**src/rtl/cdb_pkg.sv**
```systemverilog
// Shared types and constants for the common data bus arbiter.
package cdb_pkg;

  localparam int unsigned TAG_W   = 8;
  localparam int unsigned DATA_W  = 32;
  localparam int unsigned ENTRY_W = TAG_W + DATA_W;

  // One broadcast result: tag in the upper byte, data below it.
  typedef struct packed {
    logic [TAG_W-1:0]  tag;
    logic [DATA_W-1:0] data;
  } cdb_entry_t;

  // Tag value that marks "no result".
  localparam logic [TAG_W-1:0] TAG_NONE = 8'h00;

  // Unit and reservation-station tags.
  localparam logic [TAG_W-1:0] ADD   = 8'h03;
  localparam logic [TAG_W-1:0] MULTI = 8'h04;
  localparam logic [TAG_W-1:0] A0    = 8'h20;
  localparam logic [TAG_W-1:0] A1    = 8'h21;
  localparam logic [TAG_W-1:0] A2    = 8'h22;
  localparam logic [TAG_W-1:0] M0    = 8'h30;
  localparam logic [TAG_W-1:0] M1    = 8'h31;
  localparam logic [TAG_W-1:0] LD0   = 8'h40;
  localparam logic [TAG_W-1:0] LD1   = 8'h41;

  // Requester indices on the arbiter.
  localparam int unsigned REQ_ADD  = 0;
  localparam int unsigned REQ_MULT = 1;
  localparam int unsigned REQ_LOAD = 2;

endpackage

```
**src/rtl/cdb_fifo.sv**
```systemverilog
// Per-requester circular result buffer; DEPTH must be a power of two.
module cdb_fifo
  import cdb_pkg::*;
#(
  parameter  int unsigned DEPTH = 2,
  localparam int unsigned AW    = (DEPTH > 1) ? $clog2(DEPTH) : 1,
  localparam int unsigned CW    = $clog2(DEPTH + 1)
) (
  input  logic          clk,
  input  logic          rst_n,
  input  logic          push,
  input  logic          pop,
  input  cdb_entry_t    wdata,
  output cdb_entry_t    rdata,
  output logic [CW-1:0] count
);

  cdb_entry_t    mem [DEPTH];
  logic [AW-1:0] wr_ptr;
  logic [AW-1:0] rd_ptr;
  logic          do_push;
  logic          do_pop;

  // Ignore push when full and pop when empty so count can never wrap.
  assign do_push = push && (count < CW'(DEPTH));
  assign do_pop  = pop && (count != '0);
  assign rdata   = mem[rd_ptr];

  // Storage array; contents are don't-care while the entry is unoccupied.
  always_ff @(posedge clk) begin
    if (do_push) begin
      mem[wr_ptr] <= wdata;
    end
  end

  // Pointers wrap naturally because DEPTH is a power of two.
  always_ff @(posedge clk) begin
    if (!rst_n) begin
      wr_ptr <= '0;
      rd_ptr <= '0;
      count  <= '0;
    end else begin
      if (do_push) begin
        wr_ptr <= wr_ptr + 1'b1;
      end
      if (do_pop) begin
        rd_ptr <= rd_ptr + 1'b1;
      end
      if (do_push && !do_pop) begin
        count <= count + 1'b1;
      end else if (!do_push && do_pop) begin
        count <= count - 1'b1;
      end
    end
  end

endmodule

```
**src/rtl/cdb_arbiter.sv**
```systemverilog
// Round-robin arbiter sharing one registered common data bus between
// the add, multiply and load units. Optional stall statistics are
// compiled in with the CDB_STATS_EN macro.
module cdb_arbiter
  import cdb_pkg::*;
#(
  parameter int unsigned NUM_REQ = 3,
  parameter int unsigned DEPTH   = 2
) (
  input  logic                       clk,
  input  logic                       rst_n,
  input  logic [NUM_REQ-1:0]         req_valid,
  input  logic [NUM_REQ*ENTRY_W-1:0] req_bus,
  output logic [NUM_REQ-1:0]         req_ready,
  output logic                       cdb_valid,
  output logic [ENTRY_W-1:0]         cdb_bus,
  output logic [NUM_REQ-1:0]         cdb_grant
`ifdef CDB_STATS_EN
  ,
  output logic [NUM_REQ*16-1:0]      stall_cnt
`endif
);

  localparam int unsigned PW = (NUM_REQ > 1) ? $clog2(NUM_REQ) : 1;
  localparam int unsigned CW = $clog2(DEPTH + 1);

  logic [PW-1:0]      rr_ptr;
  logic [CW-1:0]      count [NUM_REQ];
  cdb_entry_t         head  [NUM_REQ];
  logic [NUM_REQ-1:0] push;
  logic [NUM_REQ-1:0] pop;
  logic               found_c;
  logic [PW-1:0]      winner_c;

  // One buffer per requester; zero-tag transfers are acknowledged but dropped.
  for (genvar gi = 0; gi < NUM_REQ; gi++) begin : g_req
    cdb_entry_t entry_in;

    assign entry_in      = cdb_entry_t'(req_bus[gi*ENTRY_W +: ENTRY_W]);
    assign req_ready[gi] = (count[gi] < CW'(DEPTH));
    assign push[gi]      = req_valid[gi] & req_ready[gi] & (entry_in.tag != TAG_NONE);

    cdb_fifo #(
      .DEPTH (DEPTH)
    ) u_fifo (
      .clk   (clk),
      .rst_n (rst_n),
      .push  (push[gi]),
      .pop   (pop[gi]),
      .wdata (entry_in),
      .rdata (head[gi]),
      .count (count[gi])
    );
  end

  // Round-robin search starting at rr_ptr; first non-empty buffer wins.
  always_comb begin
    found_c  = 1'b0;
    winner_c = '0;
    pop      = '0;
    for (int unsigned k = 0; k < NUM_REQ; k++) begin
      int unsigned   sum;
      logic [PW-1:0] idx;
      sum = 32'(rr_ptr) + k;
      if (sum >= NUM_REQ) begin
        sum = sum - NUM_REQ;
      end
      idx = PW'(sum);
      if (!found_c && (count[idx] != '0)) begin
        found_c  = 1'b1;
        winner_c = idx;
      end
    end
    if (found_c) begin
      pop[winner_c] = 1'b1;
    end
  end

  // Registered broadcast and pointer advance; idle cycles drive all zeros.
  always_ff @(posedge clk) begin
    if (!rst_n) begin
      cdb_valid <= 1'b0;
      cdb_bus   <= '0;
      cdb_grant <= '0;
      rr_ptr    <= '0;
    end else if (found_c) begin
      cdb_valid <= 1'b1;
      cdb_bus   <= head[winner_c];
      cdb_grant <= pop;
      rr_ptr    <= (winner_c == PW'(NUM_REQ - 1)) ? '0 : winner_c + 1'b1;
    end else begin
      cdb_valid <= 1'b0;
      cdb_bus   <= '0;
      cdb_grant <= '0;
    end
  end

`ifdef CDB_STATS_EN
  // Saturating count of cycles each requester waits on a full buffer.
  always_ff @(posedge clk) begin
    if (!rst_n) begin
      stall_cnt <= '0;
    end else begin
      for (int unsigned i = 0; i < NUM_REQ; i++) begin
        if (req_valid[i] && !req_ready[i] && (stall_cnt[i*16 +: 16] != 16'hFFFF)) begin
          stall_cnt[i*16 +: 16] <= stall_cnt[i*16 +: 16] + 16'd1;
        end
      end
    end
  end
`else
  // Stall statistics are not built in this configuration.
`endif

endmodule
```
**config.mk**
```make
export PLATFORM = sky130hd
export DESIGN_NAME = cdb_arbiter
export DESIGN_NICKNAME = d
export VERILOG_FILES = /design/src/rtl/cdb_pkg.sv /design/src/rtl/cdb_fifo.sv /design/src/rtl/cdb_arbiter.sv
export SDC_FILE = /design/constraint.sdc
export NUM_CORES = 1
export LEC_CHECK = 0
export CAP_MARGIN = 20
export CORE_MARGIN = 8
export CORE_UTILIZATION = 49
export DETAILED_ROUTE_END_ITERATION = 10
export PLACE_DENSITY_LB_ADDON = 0.15
export SETUP_SLACK_MARGIN = 0.4
export SKIP_LAST_GASP = 1
export SYNTH_ARGS = -nofsm -noshare
export SYNTH_HDL_FRONTEND = slang
export SYNTH_SLANG_ARGS = --single-unit
export TNS_END_PERCENT = 50
```
**constraint.sdc**
```tcl
create_clock -name clk -period 2.9 [get_ports clk]
set_input_delay 0.29 -clock clk [delete_from_list [all_inputs] [get_ports clk]]
set_output_delay 0.29 -clock clk [all_outputs]
set_load 0.01 [all_outputs]
```
* Word-level counts from Yosys, hierarchy flattened
Memory sizes are Yosys's and may differ from the RTL's. A register that Yosys moved wholly into a read port is not among the register bits.
Index checks and enable logic that the tools add are counted.
** Operators by class
- $add $sub $neg :: 18
- Magnitude comparators :: 12
- Equal/unequal tests :: 1
- Muxes and demuxes :: 44
- Bitwise gates (word level) :: 10
- Reduce and logical (&&, ||, !) cells :: 36
** Operators by type and width (count)
- $bmux W40 S2 :: 1
- $mux W40 :: 2
- $mux W2 :: 19
- $reduce_bool A8 Y1 :: 3
- $reduce_bool A2 Y1 :: 9
- $mux W1 :: 17
- $logic_and A1 B1 Y1 :: 15
- $bmux W2 S2 :: 3
- $ge A3 B3 Y1 const B :: 4
- $not A2 Y3 :: 4
- $add A2 B1 Y2 const B :: 4
- $logic_not A1 Y1 :: 8
- $add A1 B1 Y1 const B :: 6
- $and A1 B1 Y1 :: 6
- $ge A3 B2 Y1 const B :: 2
- $lt A2 B2 Y1 const B :: 3
- $sub A2 B1 Y2 const B :: 3
- $sub A2 B2 Y2 const B :: 3
- $add A2 B1 Y3 const B :: 1
- $add A2 B2 Y3 const B :: 1
- $lt A2 B3 Y1 const B :: 1
- $mux W3 :: 1
- $demux W1 S2 :: 1
- $eq A2 B2 Y1 const B :: 1
- 3 further kinds :: 3
** Word-level totals
- Register bits after elaboration :: 58
- Bits in writable memories :: 240
- Input port bits :: 125
- Output and inout port bits :: 47
- Logic and storage cells :: 137
- Memories kept :: 3
** Memories
- g_req[0].u_fifo.mem :: depth 2, bits a word 40, read ports 1, clocked after Yosys merged registers in 1, write ports 1, line cdb_fifo.sv:18 : cdb_entry_t mem [DEPTH];
- g_req[1].u_fifo.mem :: depth 2, bits a word 40, read ports 1, clocked after Yosys merged registers in 1, write ports 1, line cdb_fifo.sv:18
- g_req[2].u_fifo.mem :: depth 2, bits a word 40, read ports 1, clocked after Yosys merged registers in 1, write ports 1, line cdb_fifo.sv:18

* Longest topological paths before layout
- Word-level depth :: 23
- Depth in mapped cells :: 13
- Gate-level depth less buffers :: 11

* By module
A second synthesis with hierarchy kept.
** Second synthesis, totals
- Cells, all modules :: 698
- Area, all modules :: 11634.9 um^2
** By module, submodules not included
- cdb_fifo :: times used 3, cells an instance 145, area an instance 3086.7 um^2, sequential area each 2502.4 um^2
- cdb_arbiter :: times used 1, cells an instance 263, area an instance 2374.8 um^2, sequential area each 920.9 um^2

* Worst setup path after synthesis
No wires, ideal clock.
- Path type :: flip-flop to flip-flop
- From :: register rr_ptr[0]
- To :: register g_req[1].u_fifo.count[1]
- Library setup time :: 0.070 ns
- Arrival time :: 3.005 ns
- Data required time :: 2.830 ns
- Path slack :: -0.175 ns
- Cell stages (with the launch flop) :: 12
- Path buffers :: 1
- Clock period less this slack :: 3.075 ns
- Path through :: dfxtp_1 -> inv_1 -> ha_1 -> or2b_1 -> o2bb2ai_1 -> and4b_1 -> nor2_1 -> buf_2 -> nand2_1 -> ha_1 -> or3_1 -> a21oi_1
** On the way
- Cells in the longest elaborated chain, start to end :: 23
- Elaborated cells between the ends (all ways) :: 48
- Classes of those cells :: add/sub (5); order compare (5); mux (22); bitwise (3); reduce/logical (13)
** Ends and longest elaborated chain
- start: declaration :: line cdb_arbiter.sv:27 : logic [PW-1:0] rr_ptr;
- start signal: assignment :: line cdb_arbiter.sv:90 : rr_ptr <= (winner_c == PW'(NUM_REQ - 1)) ? '0 : winner_c + 1'b1;
- parallel branches: the longest is 18 deep, another holds $add A2 B1 Y3
- $mux W3 (*) :: line cdb_arbiter.sv:74 : if (found_c) begin
- $logic_and A1 B1 Y1 (*) :: line cdb_fifo.sv:26 : assign do_pop = pop && (count != '0);
- $logic_not A1 Y1 :: line cdb_fifo.sv:49 : if (do_push && !do_pop) begin
- $logic_and A1 B1 Y1 :: line cdb_fifo.sv:49
- $mux W2 or $reduce_bool A2 Y1 (tied branches)
- end signal: assignment :: line cdb_fifo.sv:50 : count <= count + 1'b1;
- end signal: assignment :: line cdb_fifo.sv:52 : count <= count - 1'b1;
- end: declaration :: line cdb_fifo.sv:15 : output logic [CW-1:0] count
Mark *: on every way between the ends. The select of a mux whose other input is x is not followed.
A chain may end at the register's enable or synchronous reset.

* Worst setup path in the final report
- From :: register rr_ptr[1]
- To :: register g_req[0].u_fifo.count[1]
** On the way
- Cells in the longest elaborated chain, start to end :: 23
- Elaborated cells between the ends (all ways) :: 48
- Classes of those cells :: add/sub (5); order compare (5); mux (22); bitwise (3); reduce/logical (13)
** Ends and longest elaborated chain (line)
- parallel branches: the longest is 18 deep, another holds $add A2 B1 Y3
- $mux W3 (*) :: cdb_arbiter.sv:74
- $logic_and A1 B1 Y1 (*) :: cdb_fifo.sv:26
- $logic_not A1 Y1 :: cdb_fifo.sv:49
- $logic_and A1 B1 Y1 :: cdb_fifo.sv:49
- $mux W2 or $reduce_bool A2 Y1 (tied branches)
- end signal: assignment :: cdb_fifo.sv:50
- end signal: assignment :: cdb_fifo.sv:52
- end: declaration :: cdb_fifo.sv:15
Marked as above.

==> results.toml <==
[die]
ios = 172
die_area_um2 = 28700
dieHeight_um = 169
coreArea_um2 = 23300
die_x_um = 169
num_rows = 56
start_util = 0.496

[global_routing]
grt_use_met2 = 0.345
grt_usage = 0.196
overflow = 0
grt_most_used_layer = "met2"
use_met3 = 0.0412
grt_pass1_vias = 7589
gr-usage-met1 = 0.237
antenna_found_initial = 3
grt_pass1_wl_um = 43200
grt_max_degree = 41

[finish]
syn_to_final_growth_pct = 31.7
utilization = 0.653
num-fill-cells = 1651
final_cell_mix = "edfxtp_1 (240), clkdlybuf4s50_1 (171), mux2i_1 (63)"
multiInputGateArea_um2 = 3140
drive_gt1_frac = 0.229
final_common_cell = "edfxtp_1"
num_antenna_cells = 0
layoutNonFillerInstCount = 1263
seq_area_um2 = 8440
final_nets = 1053

[critical_path]
arrival_ns = 3.08
crit_type = "flip-flop to flip-flop"
start_kind = "flip-flop"
crit_fanout = 8
cp_data_required_time_ns = 3.38
crit_path_end_kind = "flip-flop"

[hold_path]
hold_path_class = "primary input to flip-flop"

[timing]
slew_headroom = 0.367
max_freq_ghz = 0.385
post-route-period-util = 0.896
setup_violations = 0
period_minus_slack_ns = 2.60
final_hold_viol_count = 0
rsz0062_at_grt = "yes"
skew_ns = 0.0125
worstMarginPinSlew_ns = 0.949
slew_violations = 0
fin_setup_tns_ns = 0

[synth]
synth-simple-area-share = 0.0501
yosys.area.top_type = "edfxtp_1"
synth_xor_area_frac = 0.00760
synth_edf_count = 240
muxShareOfSynthArea = 0.109
synth_area_leaders = "edfxtp_1 (63%), dfxtp_1 (11%), mux2i_1 (5.5%)"
syn_inst = 711
syn_avg_cell_area_um2 = 16.2
syn_area_um2 = 11500
ys.warnings.count = 0
synth_fa_ha_area_frac = 0.00760
async_reset_ff_frac = 0
synth_top_family_by_area = "multiplexers"
synth-compound-area-share = 0.0747
synth-seq-area-share = 0.731
yosysUniqueCellTypes = 47
ys_ff_latch = 301
synth_top_area_frac = 0.625
synth_ff_type = "edfxtp_1"
synth.net_count = 843

[place]
port_buffers = 171
place.gp.congestion = 0.907
dpl.hpwl_um = 19000
placed_cells = 1193

[clocking]
clk_latency_ns = 0.55
clockBufferDepth = 3
h-tree-depth = 1
cts_hold_buffers = 0
cts-root-buf = "clkbuf_16"
cts_tree = "yes"
numCtsBuffers = 29
clk_pin_slew_ns = 0.07
cts.sinks = 301

[detailed_routing]
first_pass_iters = 5
routed-via-count = 7025
ant_nets = 0
drt_iter0_drc = 669
totalWireLength_um = 29100
viasPerCell = 5.56
drc = 0
wl_per_cell_um = 23.0

[power_and_ir_drop]
p_leak_uw = 0.00507
ir_drop_uv = 790
power.density_nw_per_um2 = 1120
power_uw = 17000

[flow_run]
cap_violations = 0

[run_status]
outcome = "complete, no violations"
==> cells in the mapped netlist, types with 4 or more instances <==
master	count
edfxtp_1	240
a21oi_2	16
nand2b_1	4
a21oi_1	19
inv_1	7
xor2_1	6
o311ai_1	15
or3_1	6
o32a_1	21
mux2i_1	63
o21ai_0	15
nor2b_1	7
buf_6	4
xnor2_1	4
nand4_1	15
nor4_1	14
and3_1	4
and2_1	4
nand2_1	29
mux2_2	56
buf_2	6
ha_1	7
o21ai_1	12
nor2_1	19
a211oi_1	5
clkbuf_1	26
dfxtp_1	61
==> kinds of logic (layout without fill, tap and decap cells) <==
group | after synthesis | count (layout)
and+or+nand+nor | 110 | 110
buffers and inverters | 48 | 281
adders and majority gates | 7 | 7
xor gates and xnor gates | 10 | 10
AOI/OAI and AO/OA | 116 | 116
DFF | 301 | 301
muxes | 119 | 119
==> through the flow <==
stage | hold slack (ns) | area [µm²] | setup slack [ns]
2_1_floorplan | 0.389 | 11500 | 0.00928
3_3_place_gp | 0.457 | 13800 | 0.228
3_5_place_dp | 0.477 | 13800 | -0.0128
4_1_cts | 0.299 | 15000 | 0.294
5_1_grt | 0.307 | 15200 | 0.210
6_report | 0.315 | 15200 | 0.302
==> worst max-delay path, cell delays in order, from the launching register on <==
cell and delay [ns]:
dfxtp_4 0.37, inv_4 0.07, ha_4 0.19, or2b_4 0.32, o2bb2ai_4 0.20, nor3_4 0.09, o311a_4 0.40, o21ai_4 0.17
ha_4 0.22, or3_4 0.36, a21oi_2 0.12
==> final timing paths <==
path	cells past startpoint	slack, ns	start	to
worst max-delay path	10	0.30	rr_ptr[1]	g_req[0].u_fifo.count[1]
worst min-delay path	1	0.32	req_bus[14]	g_req[0].u_fifo.mem[1][14]
worst max register to register	10	0.30	rr_ptr[1]	g_req[0].u_fifo.count[1]
worst min register to register	2	0.48	g_req[0].u_fifo.rd_ptr	flip-flop
==> layer usage <==
metal / wire, µm / part of all wire
met5: 37 / 0.0013
met4: 782 / 0.027
met1: 11800 / 0.40
met2: 14700 / 0.50
met3: 1840 / 0.063
==> where the power goes <==
group          leakage, µW  switching, µW  internal (µW)
clock             0.000491           1570           2280
combinational      0.00183           4040           3160
sequential         0.00274            421           5570
total              0.00507           6020          11000
==> repair_timing <==
action,CTS,global route
setup endpoints to repair,50,47
pin swaps,14,6
gates cloned,1,2
buffers inserted,6,6
gates resized for setup,30,22
==> sequential cells by signal, summed over array words and instances, names as in the netlist, named ones only <==
name and cells:
rr_ptr 2, cdb_valid 1, g_req.u_fifo.wr_ptr 3, g_req.u_fifo.count 6, cdb_bus 40, g_req.u_fifo.mem 240, g_req.u_fifo.rd_ptr 3, cdb_grant 3
==> cell type report <==
type | count | area share
clock inverter | 14 | 0.0101
sequential | 301 | 0.556
timing repair buffer | 218 | 0.143
tap | 319 | 0.0263
multi-input combinational | 362 | 0.207
inverter | 9 | 0.00272
clock buffer | 40 | 0.0551
(Power assumes the default switching activity.)
